File: src/rtl/pixel_word_sequencer.sv
// Fetches pixel words over valid/ready, double-buffers them and shifts them out one bit per pix_en tick.
// Optional macro PIXEL_MIRROR_EN adds the mirror input and the bit-reversal mux in the fetch path.
module pixel_word_sequencer #(
    parameter int WORD_W         = 32,
    parameter int WORDS_PER_LINE = 20,
    parameter int CNT_W          = 5
) (
    input  logic              clk,
    input  logic              reset,
    input  logic              line_start,
    input  logic              pix_en,
    input  logic [WORD_W-1:0] word_data,
    input  logic              word_valid,
    output logic              word_ready,
`ifdef PIXEL_MIRROR_EN
    input  logic              mirror,
`endif
    output logic              pix_out,
    output logic              pix_active,
    output logic              underrun,
    output logic              line_done,
    // FSM state for checkers: 0 IDLE, 1 PRIME, 2 RUN, 3 DONE
    output logic [1:0]        state_dbg
);

    localparam int WC_W = $clog2(WORDS_PER_LINE + 1);

    typedef enum logic [1:0] {
        IDLE  = 2'd0,
        PRIME = 2'd1,
        RUN   = 2'd2,
        DONE  = 2'd3
    } state_t;

    state_t            state;
    logic [WORD_W-1:0] hold;
    logic              hold_full;
    logic [WORD_W-1:0] shift;
    logic [CNT_W-1:0]  bit_idx;
    logic [WC_W-1:0]   words_fetched;
    logic [WC_W-1:0]   words_shown;
    logic [WORD_W-1:0] word_in;
    logic              handshake;

`ifdef PIXEL_MIRROR_EN
    logic              mirror_q;
    logic [WORD_W-1:0] word_rev;

    always_comb begin
        word_rev = '0;
        for (int i = 0; i < WORD_W; i++) begin
            word_rev[i] = word_data[WORD_W-1-i];
        end
    end

    assign word_in = mirror_q ? word_rev : word_data;
`else
    assign word_in = word_data;
`endif

    // Handshake: a word transfers on every cycle with word_valid && word_ready.
    // word_ready depends only on registered state, never on word_valid.
    assign word_ready = ((state == PRIME) || (state == RUN)) && !hold_full &&
                        (words_fetched < WC_W'(WORDS_PER_LINE));
    assign handshake  = word_valid && word_ready;

    assign pix_active = (state == RUN);
    assign pix_out    = (state == RUN) && shift[WORD_W-1];
    assign line_done  = (state == DONE);
    assign state_dbg  = state;

    always_ff @(posedge clk) begin
        if (reset) begin
            state         <= IDLE;
            hold          <= '0;
            hold_full     <= 1'b0;
            shift         <= '0;
            bit_idx       <= '0;
            words_fetched <= '0;
            words_shown   <= '0;
            underrun      <= 1'b0;
`ifdef PIXEL_MIRROR_EN
            mirror_q      <= 1'b0;
`endif
        end else begin
            underrun <= 1'b0;
            if (line_start) begin
                // Starting or aborting a line: any word offered this cycle is dropped with the flush.
                state         <= PRIME;
                hold_full     <= 1'b0;
                shift         <= '0;
                bit_idx       <= '0;
                words_fetched <= '0;
                words_shown   <= '0;
`ifdef PIXEL_MIRROR_EN
                mirror_q      <= mirror;
`endif
            end else begin
                case (state)
                    IDLE: begin
                    end
                    PRIME: begin
                        if (hold_full) begin
                            shift     <= hold;
                            hold_full <= 1'b0;
                            state     <= RUN;
                        end
                    end
                    RUN: begin
                        if (pix_en) begin
                            shift   <= shift << 1;
                            bit_idx <= bit_idx + 1'b1;
                            if (bit_idx == {CNT_W{1'b1}}) begin
                                words_shown <= words_shown + 1'b1;
                                if (words_shown == WC_W'(WORDS_PER_LINE - 1)) begin
                                    state <= DONE;
                                end else if (hold_full) begin
                                    shift     <= hold;
                                    hold_full <= 1'b0;
                                end else begin
                                    // Empty slot: emit blank pixels, a late word fills the next slot.
                                    shift    <= '0;
                                    underrun <= 1'b1;
                                end
                            end
                        end
                    end
                    DONE: begin
                        hold_full <= 1'b0;
                        state     <= IDLE;
                    end
                    default: state <= IDLE;
                endcase

                // Placed after the case so a same-cycle refill wins over the reload's clear.
                if (handshake) begin
                    hold          <= word_in;
                    hold_full     <= 1'b1;
                    words_fetched <= words_fetched + 1'b1;
                end
            end
        end
    end

endmodule

File: config.mk
export PLATFORM = sky130hd
export DESIGN_NAME = pixel_word_sequencer
export DESIGN_NICKNAME = d
export VERILOG_FILES = /design/src/rtl/pixel_word_sequencer.sv
export SDC_FILE = /design/constraint.sdc
export NUM_CORES = 1
export LEC_CHECK = 0
export CAP_MARGIN = 10
export CELL_PAD_IN_SITES_DETAIL_PLACEMENT = 0
export CELL_PAD_IN_SITES_GLOBAL_PLACEMENT = 1
export CORE_ASPECT_RATIO = 1.75
export CORE_MARGIN = 2
export CORE_UTILIZATION = 31
export DETAILED_ROUTE_END_ITERATION = 8
export PLACE_DENSITY = 0.68
export SYNTH_ARGS = -nofsm -noshare
export SYNTH_HDL_FRONTEND = slang
export SYNTH_SLANG_ARGS = --single-unit
File: constraint.sdc
create_clock -name clk -period 5 [get_ports clk]
set_input_delay 1.25 -clock clk [delete_from_list [all_inputs] [get_ports clk]]
set_output_delay 1.25 -clock clk [all_outputs]
set_load 0.03 [all_outputs]
# == After elaboration in Yosys (flattened, before gate mapping) ==
# Index checks and enable logic that the tools add are counted.
# Widths: inputs -> output; s select.
# word_totals
regBits,83
inputBits,37
output_inout_bits,7
word_cells,71
# classes
addsub,3
order_cmp,1
n_eq_ne,16
muxes,18
bitwise_logic,4
reduce_logical,20
# op_table
cell,n
$mux 32,5
$pmux 32 s2,1
$add 5x1->5 const B,3
$eq 5x5->1 const B,2
$reduce_and 5->1,2
$ne 3x2->1 const B,3
$ne 3x3->1 const B,3
$mux 2,4
$mux 1,6
$pmux 2 s3,1
$reduce_and 3->1,2
$reduce_bool 3->1,2
$reduce_or 6->1,1
$lt 5x5->1 const B,1
$eq 2x2->1 const B,2
$logic_and 1x1->1,4
$ne 2x1->1 const B,2
$ne 2x2->1 const B,2
$not 1->1,4
$reduce_and 2->1,2
$reduce_and 4->1,1
$reduce_bool 4->1,1
$reduce_or 2->1,2
$ne 3x1->1 const B,1
other kinds (5),5

# == Depth between registers and ports, before layout ==
# Gate-level depths: netlist of the first run.
# logic_depth
word_depth,7
ltp_mapped,9
ltp_nobuf,7

# == Worst setup path before layout of the first run ==
# No wires, ideal clock.
# synth_path
kind,flip-flop to output port
startpoint,"reg state[1], in the netlist state_dbg[1]"
endpoint,out pix_out
arrival_time_ns,1.525
path_slack_ns,2.225
path_stages_with_launch,4
n_path_buf,1
path_cell_list,dfxtp_1 > ha_1 > buf_2 > and2_1
# synth_via
elab_chain_cells,2
# synth_rtl
element,line,source
start: declaration,35,state_t state;
start signal: assignment,74,state <= IDLE;
start signal: assignment,89,state <= PRIME;
start signal: assignment,106,state <= RUN;
$eq 2x2->1,-,
named net pix_active,19,"output logic pix_active,"
$logic_and 1x1->1,68,assign pix_out = (state == RUN) && shift[WORD_W-1];
end: declaration,18,"output logic pix_out,"
# The timed path passes the listed nets, and every way through them passes these cells.

# == Final worst setup path of the first run ==
# layout_path
startpoint,"reg state[0], in the netlist state_dbg[0]"
endpoint,out pix_out
# layout_via
elab_chain_cells,2
# layout_rtl
element,line
$eq 2x2->1,68
$logic_and 1x1->1,68
# No other way between the ends.

==> run summary, run 1 <==
Dividing total power by cell area gives a power density of 358 mW/mm^2. Setup repair after global routing left no endpoint under its margin. For this run, the slowest stage of the critical path takes 0.68 ns. The count of buffers from port buffering came out at 43.

The run finished with clean final reports. Traced cell by cell, the critical path runs through inv_1, ha_1, and2_1, clkdlybuf4s50_1. When the netlist entered floorplanning its net count stood at 447.

Number of hold-slack violations in the final timing report: 0. The most critical setup path has its startpoint at state_dbg[0]. The detailed-route wire length per cell is 14.1 um, and the global router's overall resource usage is 14.0%. The worst register-to-register path begins at state_dbg[0]. The logs give 0 for the number of gates resized after cts and 33 for the number of different library cells in the post-synthesis netlist.

The kind of path behind the tightest hold check was register to register. The run gives 0 as the total setup buffers inserted after CTS. The post-layout minimum cycle time came out at 3.42 ns. The run gives 2,846 as the via count of the routed design. In this run the critical register-to-register path is captured at shift[0]. The final-stage net count was 475; the total I/O pin count was 44. The count of filler cells inserted in the layout is 1,131, and the global-route congestion overflow total is 0. VDD sags by at most 0.177 mV. The logs give 31.7% for the initial core utilization and 0.455 ns for the worst hold margin. Number of setup violations in the final report: 0. The number of synthesized flops with an enable pin came out at 0. Post-synthesis instance area: 0.00337 mm^2. The library cell used most frequently in the layout, excluding fill and tap cells, is sky130_fd_sc_hd__dfxtp_1. Buffers inserted to repair hold after CTS numbered 0. The max-slew violation count is 0, and the sum of negative setup slack is 0 ns. Initial detailed-routing violation count: 165. The post-route fraction of the period consumed by the critical path came out at 68.3%. Together, buffers and inverters on the worst path number 2.

The synthesized area per cell was 8.42 um^2. The number of CTS-inserted buffers was 9; the fraction of registers with async set/reset was 0%. The number of cells on the worst reg-to-reg path is 6. For the worst setup path, the data required time is 3.75 ns. The met1 routing resource usage after global routing is 15.4%.

Measured along the y axis, the die boundary spans 142 um. The logs give 1.51 nW for the leakage power and 49.3% for the share of synthesized area occupied by flip-flops and latches. Broken down by cell family, the worst path's largest delay share belongs to buffers and inverters. The total wire length after detailed routing is 7930 um. Max-cap violations in this run came to 0. In the layout the commonest cells are 83 x sky130_fd_sc_hd__dfxtp_1, 75 x sky130_fd_sc_hd__nand2_1, 46 x sky130_fd_sc_hd__nor2_1. The buffer type at the clock tree root is sky130_fd_sc_hd__clkbuf_16. The die width is 82.8 um, and the area used by multi-input combinational logic is 0.00158 mm^2. The number of antenna diodes in the final layout is 0. In this run the standard cell core region covers 0.0106 mm^2. The clock arrives with 0.00848 ns of skew.

The number of cells on the critical path is 4, and the met2 layer usage reported by global route is 25.6%. The layer flagged by global routing as most heavily used is met2. Endpoint arrival time on the critical path: 2.17 ns. The run gives 34 as the pin count of the biggest net entering global routing. The predominant post-synthesis flop cell was sky130_fd_sc_hd__dfxtp_1. The run gives 0.00166 mm^2 as the register area. The kind of critical path was register to output pin. The tools report the depth of the CTS H-tree as 3.

The initial antenna violation count is 0. The clock reaches the later pin of the worst-skew pair after 0.34 ns. The global-route wire length before repair is 13,300 um. The register-to-register path setup slack is 2.31 ns.

The maximum fanout along the worst path was 12; the count of nets left with antenna violations after detail routing was 0. Row generation in the floorplan step produced 50 rows. The clock net in this run drives a total of 83 sinks. The clock transition at the registers of the reported paths works out to 0.06 ns.

Counting flops and latches in the post-synthesis netlist gives 83. Static timing analysis puts the maximum clock frequency at 0.293 GHz. Via count of the first global-routing pass: 2,837. The actual transition at the worst max-transition pin was 1.19 ns; the count of warnings emitted by yosys was 0.

For the post-route DRC violation count, the log shows 0. From synthesis to final layout, the design area changed by 24.3%. The tools report the worst relative slew slack as 20.7%. The library cell contributing the largest single delay on the critical path was sky130_fd_sc_hd__clkdlybuf4s50_1. In the routed layout, each cell is associated on average with a via count of 5.06. The share of post-route cells with drive strength above 1 is 6.24%. The most critical setup path has its endpoint at pix_out. STA classifies the critical path startpoint as a register.

The floorplan step defined a die boundary enclosing 0.0118 mm^2. In the global route stage, met3 resource usage came out at 3.37%. TritonCTS built the clock tree. Counting every instance in the synthesized netlist gives 400. Routability-driven placement finished with a final weighted congestion of 0.700. The number of search-and-repair iterations in the first detailed-routing pass came out at 4. The clock passes through at most 2 buffers. Kind of end point of the critical path: an output pin. For the half-perimeter wire length after placement, the log shows 5110 um.
## synthesized netlist by cell type, types with 4 or more instances
library cell                n  area, um^2
sky130_fd_sc_hd__nand4_1    5        31.3
sky130_fd_sc_hd__xor2_1     7        61.3
sky130_fd_sc_hd__nand2_1   75         282
sky130_fd_sc_hd__mux2i_1    4        40.0
sky130_fd_sc_hd__clkbuf_1  18        67.6
sky130_fd_sc_hd__nand3_1    4        20.0
sky130_fd_sc_hd__dfxtp_1   83        1660
sky130_fd_sc_hd__o21ai_0   36         180
sky130_fd_sc_hd__a221oi_1  31         272
sky130_fd_sc_hd__nor2_1    46         173
sky130_fd_sc_hd__ha_1      10         125
sky130_fd_sc_hd__buf_2     10        50.1
sky130_fd_sc_hd__inv_1      6        22.5
sky130_fd_sc_hd__a21oi_1   37         185
## cell type report
type	instances	area share [%]
Sequential cell	83	39.7
Clock inverter	7	1.64
Multi-Input combinational cell	280	37.7
Inverter	6	0.538
Clock buffer	9	5.38
Timing Repair Buffer	48	11.2
Tap cell	130	3.88
## flip-flops by register name (all words and copies together), names as in the netlist
| signal | flops |
|---|---|
| bit_idx | 5 |
| hold | 32 |
| hold_full | 1 |
| shift | 32 |
| state_dbg | 2 |
| underrun | 1 |
| words_fetched | 5 |
| words_shown | 5 |
## how the worst min path moves through the flow
stage,depth (start not counted),start,slack [ns],to
after global placement,2,hold[20],0.45,hold[20]
after CTS,2,hold[12],0.46,hold[12]
after global routing,2,hold[20],0.48,hold[20]
after floorplan,2,shift[0],0.43,shift[0]
after detailed placement,2,hold[12],0.45,hold[12]
final,2,hold[25],0.45,hold[25]
## cell families after synthesis
kind of cell | synth area share [%]
AND/OR/NAND/NOR | 18.6
AO/OA/AOI/OAI | 20.1
flip-flops | 49.3
buffers and inverters | 4.49
XOR/XNOR | 2.60
multiplexers | 1.19
adder cells (fa/ha/maj) | 3.71
## worst min-delay path: stages (launching register included)
cell and delay (ns):
sky130_fd_sc_hd__dfxtp_1 0.31, sky130_fd_sc_hd__nand2_1 0.05, sky130_fd_sc_hd__a21oi_1 0.05
## where the power goes
group          internal [mW]  switching (mW)  leakage [nW]
Clock                  0.385           0.263         0.141
Sequential             0.685          0.0142         0.673
Combinational         0.0664          0.0862         0.698
## stage by stage
| step | cell area [um^2] | setup slack (ns) | std cells | power, mW | utilization, % |
|---|---|---|---|---|---|
| floorplan | 3370 | 2.22 | 400 | 0.805 | - |
| global placement | 3890 | 1.55 | 547 | 0.867 | 36.6 |
| detailed placement | 3890 | 1.56 | 547 | 0.868 | 36.6 |
| CTS | 4190 | 1.55 | 563 | 1.52 | 39.4 |
| global route | 4190 | 1.48 | 563 | 1.57 | 39.4 |
| finish | 4190 | 1.58 | 563 | 1.50 | 39.4 |
## routing by layer
metal,share of wire (%),vias to the layer above
met5,0,-
met4,1.6,0
met3,3.3,9
met2,54,45
met1,41,1344
li1,-,1448
(Power assumes the default switching activity.)
==> run 2: changes to the inputs <==
--- a/config.mk
+++ b/config.mk
@@ -12,7 +12,7 @@
 export CORE_MARGIN = 2
 export CORE_UTILIZATION = 31
 export DETAILED_ROUTE_END_ITERATION = 8
-export PLACE_DENSITY = 0.68
+export PLACE_DENSITY = 0.7
 export SYNTH_ARGS = -nofsm -noshare
 export SYNTH_HDL_FRONTEND = slang
 export SYNTH_SLANG_ARGS = --single-unit
==> constraint.sdc (replaced) <==
create_clock -name clk -period 3 [get_ports clk]
set_input_delay 0.75 -clock clk [delete_from_list [all_inputs] [get_ports clk]]
set_output_delay 0.75 -clock clk [all_outputs]
set_load 0.03 [all_outputs]
==> run 2 against run 1 <==
Non-clock buffer count rose by 7; setup slack got worse by 1.4 ns; design area up 1.5%; wire length fell by 0.24%; global-route usage up 0.11 points; final cell count increased by 1.2%; count of clock-buffer cells in the layout up 1; core utilization grew 0.58 points; via count down 0.21%; critical endpoint is now word_ready; largest cell class unchanged; largest power group unchanged; highest routed layer unchanged.
==> run summary, run 2 (synthesis gave the netlist of run 1 again) <==
The run gives 10.1% (about the same) as the combinational share of power. The leakage power was 1.56 nW (+3.4%); the area growth from synthesis to final layout was 26.1%. For the worst relative slew slack, the log shows 75.4% (+55 points). The tools report the area of the core region as 0.0106 mm^2 (unchanged). The register area is 0.00166 mm^2 (unchanged). The clock group share of total power is 44.5% (+1.3 points). For the switching power summed over all nets, the log shows 0.587 mW (+62%). The largest registers in the layout are hold x32, shift x32. The count of nets left with antenna violations after detail routing is 0 (unchanged). The tools report the number of maximum-capacitance violations as 0 (unchanged). Critical path startpoint category: a register. Timing would allow up to 0.351 GHz. The weighted congestion reported at the end of routability-driven placement was 0.751 (+7.3%); the clock skew after layout was 0.00397 ns (-0.00452 ns). The initial core utilization is 31.7% (unchanged), and the overall die height is 142 um (unchanged).

The logs give 0.00157 mm^2 (-0.40%) for the area used by multi-input combinational logic and 0 (unchanged) for the number of setup violations in the final report. The worst setup path is of the register to output pin kind. Hold buffer count at cts: 0 (unchanged). The worst hold margin was 0.454 ns (-0.000980 ns); the via count of the routed design was 2,840 (-0.21%). The number of hold-slack violations in the final timing report is 0 (unchanged). The tools report the internal power summed over all cells as 1.98 mW (+74%). The worst setup slack after placement came out at 0.492 ns (-1.07 ns).

Mean number of vias per cell: 4.98 (-1.4%). For the total I/O pin count, the log shows 44 (unchanged). The final core area utilization is 40.0% (+0.58 points). The half-perimeter wire length after placement was 5340 um (+4.6%); the total power divided by cell area was 604 mW/mm^2 (+69%).

The total power was 2.57 mW (+71%); the maximum fanout along the worst path was 6 (-6). The number of CTS-inserted buffers was 9 (unchanged). The tools report the global-route wire length before repair as 13,300 um (+0.37%). The clock transition at the registers of the reported paths works out to 0.06 ns (about the same). STA classifies the critical path endpoint as an output pin. The tools report the final-stage net count as 482 (+1.5%).

For the worst endpoint required time, the log shows 2.25 ns (-1.50 ns). The initial antenna violation count was 0 (unchanged); the die width was 82.8 um (unchanged). Number of cell instances on the worst register-to-register path: 8 (+2). The min-delay analysis places its worst path in the category register to register. The total setup buffers inserted after CTS came out at 0 (unchanged).

The tools report the source of the worst hold timing path as hold[1]. The final standard cell count with taps included and fillers excluded is 570 (+1.2%). The count of filler cells inserted in the layout was 1,132 (+0.088%).

The global-route congestion overflow total is 0 (unchanged). The actual transition at the worst max-transition pin is 0.369 ns (-0.821 ns), and the total placed instance area is 0.00394 mm^2 (+1.2%). The post-layout minimum cycle time came out at 2.85 ns. Leaving out fill and tap cells, the most frequent cell in the layout is sky130_fd_sc_hd__dfxtp_1. The total wire length after detailed routing is 7910 um (-0.24%). For the peak ir drop on the vdd network, the log shows 0.330 mV (+86%). For the post-route cell area, the log shows 0.00425 mm^2 (+1.5%). In the layout the commonest cells are 83 x sky130_fd_sc_hd__dfxtp_1, 75 x sky130_fd_sc_hd__nand2_1, 46 x sky130_fd_sc_hd__nor2_1. The clock sink count is 83 (unchanged). The run gives 0 ns (unchanged) as the sum of negative setup slack. The via count of the first global-routing pass was 2,839 (+0.070%). Setup repair after global routing left no endpoint under its margin. In this run the worst setup path begins at state_dbg[1].

The logs give 34 (unchanged) for the pin count of the biggest net entering global routing and 0.147 ns (-1.44 ns) for the worst-case setup margin in the final layout. The logs give 4 (unchanged) for the number of search-and-repair iterations in the first detailed-routing pass and 227 (+38%) for the initial detailed-routing violation count. Startpoint of the lowest-slack register-to-register path: state_dbg[0].

The run gives 0 (unchanged) as the number of gates resized after cts. The flow ran to the end, and the final reports show no timing, DRC or antenna violations. The endpoint arrival time on the critical path was 2.10 ns (-0.07 ns). Dividing the final minimum period by the clock period gives 95.1%.

The share of post-route cells with drive strength above 1 came out at 7.50% (+1.3 points). The number of cells in the design after placement was 554 (+1.3%); the part of the power in registers was 45.4% (-1.3 points). TritonCTS built the clock tree. The detailed-route wire length per cell is 13.9 um (-1.5%). Switching fraction of total power: 22.9% (-1.3 points).

The depth of the CTS H-tree is 3 (unchanged). The cell depth of the worst min-delay path is 2 (unchanged), and the count of buffers from port buffering is 43 (unchanged). The tools report the buffer type at the clock tree root as sky130_fd_sc_hd__clkbuf_16. Number of cell rows: 50 (unchanged). The tools report the die area as 0.0118 mm^2 (unchanged). The max-slew violation count came out at 0 (unchanged). The number of diodes is 0 (unchanged), and the clock latency reported for the late side of the worst-skew pair is 0.33 ns (about the same). The number of buffers on the longest clock path is 2 (unchanged). Global router's overall resource usage: 14.1% (+0.11 points). Post-route DRC violation count: 0 (unchanged).
-- run 2: layer usage --
layer / GRT usage [%] / up-vias / wire [um]
met5: 0 / - / 0
met4: 6.90 / 0 / 187
met3: 3.37 / 14 / 203
met2: 25.3 / 34 / 4190
met1: 15.4 / 1337 / 3330
li1: - / 1455 / -
-- run 2: final timing paths --
kind,to,slack (ns)
worst max-delay path,word_ready,0.15
worst min-delay path,hold[1],0.45
worst min register to register,hold[1],0.45
worst max register to register,shift[25],0.79
-- run 2: power by group through the flow --
stage,clock network (mW),logic [mW],registers (mW)
floorplan,0,0.157,1.19
global placement,0,0.260,1.19
detailed placement,0,0.263,1.19
CTS,1.17,0.264,1.17
global route,1.23,0.289,1.17
finish,1.14,0.260,1.17
-- run 2: critical path, stage by stage (launching register included) --
cell and delay [ns]:
sky130_fd_sc_hd__dfxtp_1 0.43, sky130_fd_sc_hd__inv_1 0.11, sky130_fd_sc_hd__ha_1 0.30, sky130_fd_sc_hd__nand2b_1 0.12
sky130_fd_sc_hd__nor2_1 0.13, sky130_fd_sc_hd__clkdlybuf4s50_1 0.67
-- run 2: cell type report --
| cell class | count | area share (%) |
|---|---|---|
| clock buffers | 10 | 5.39 |
| clock inverters | 6 | 1.88 |
| inverters | 6 | 0.530 |
| multi-input cells | 280 | 37.0 |
| flip-flops and latches | 83 | 39.1 |
| well taps | 130 | 3.83 |
| repair buffers | 55 | 12.2 |
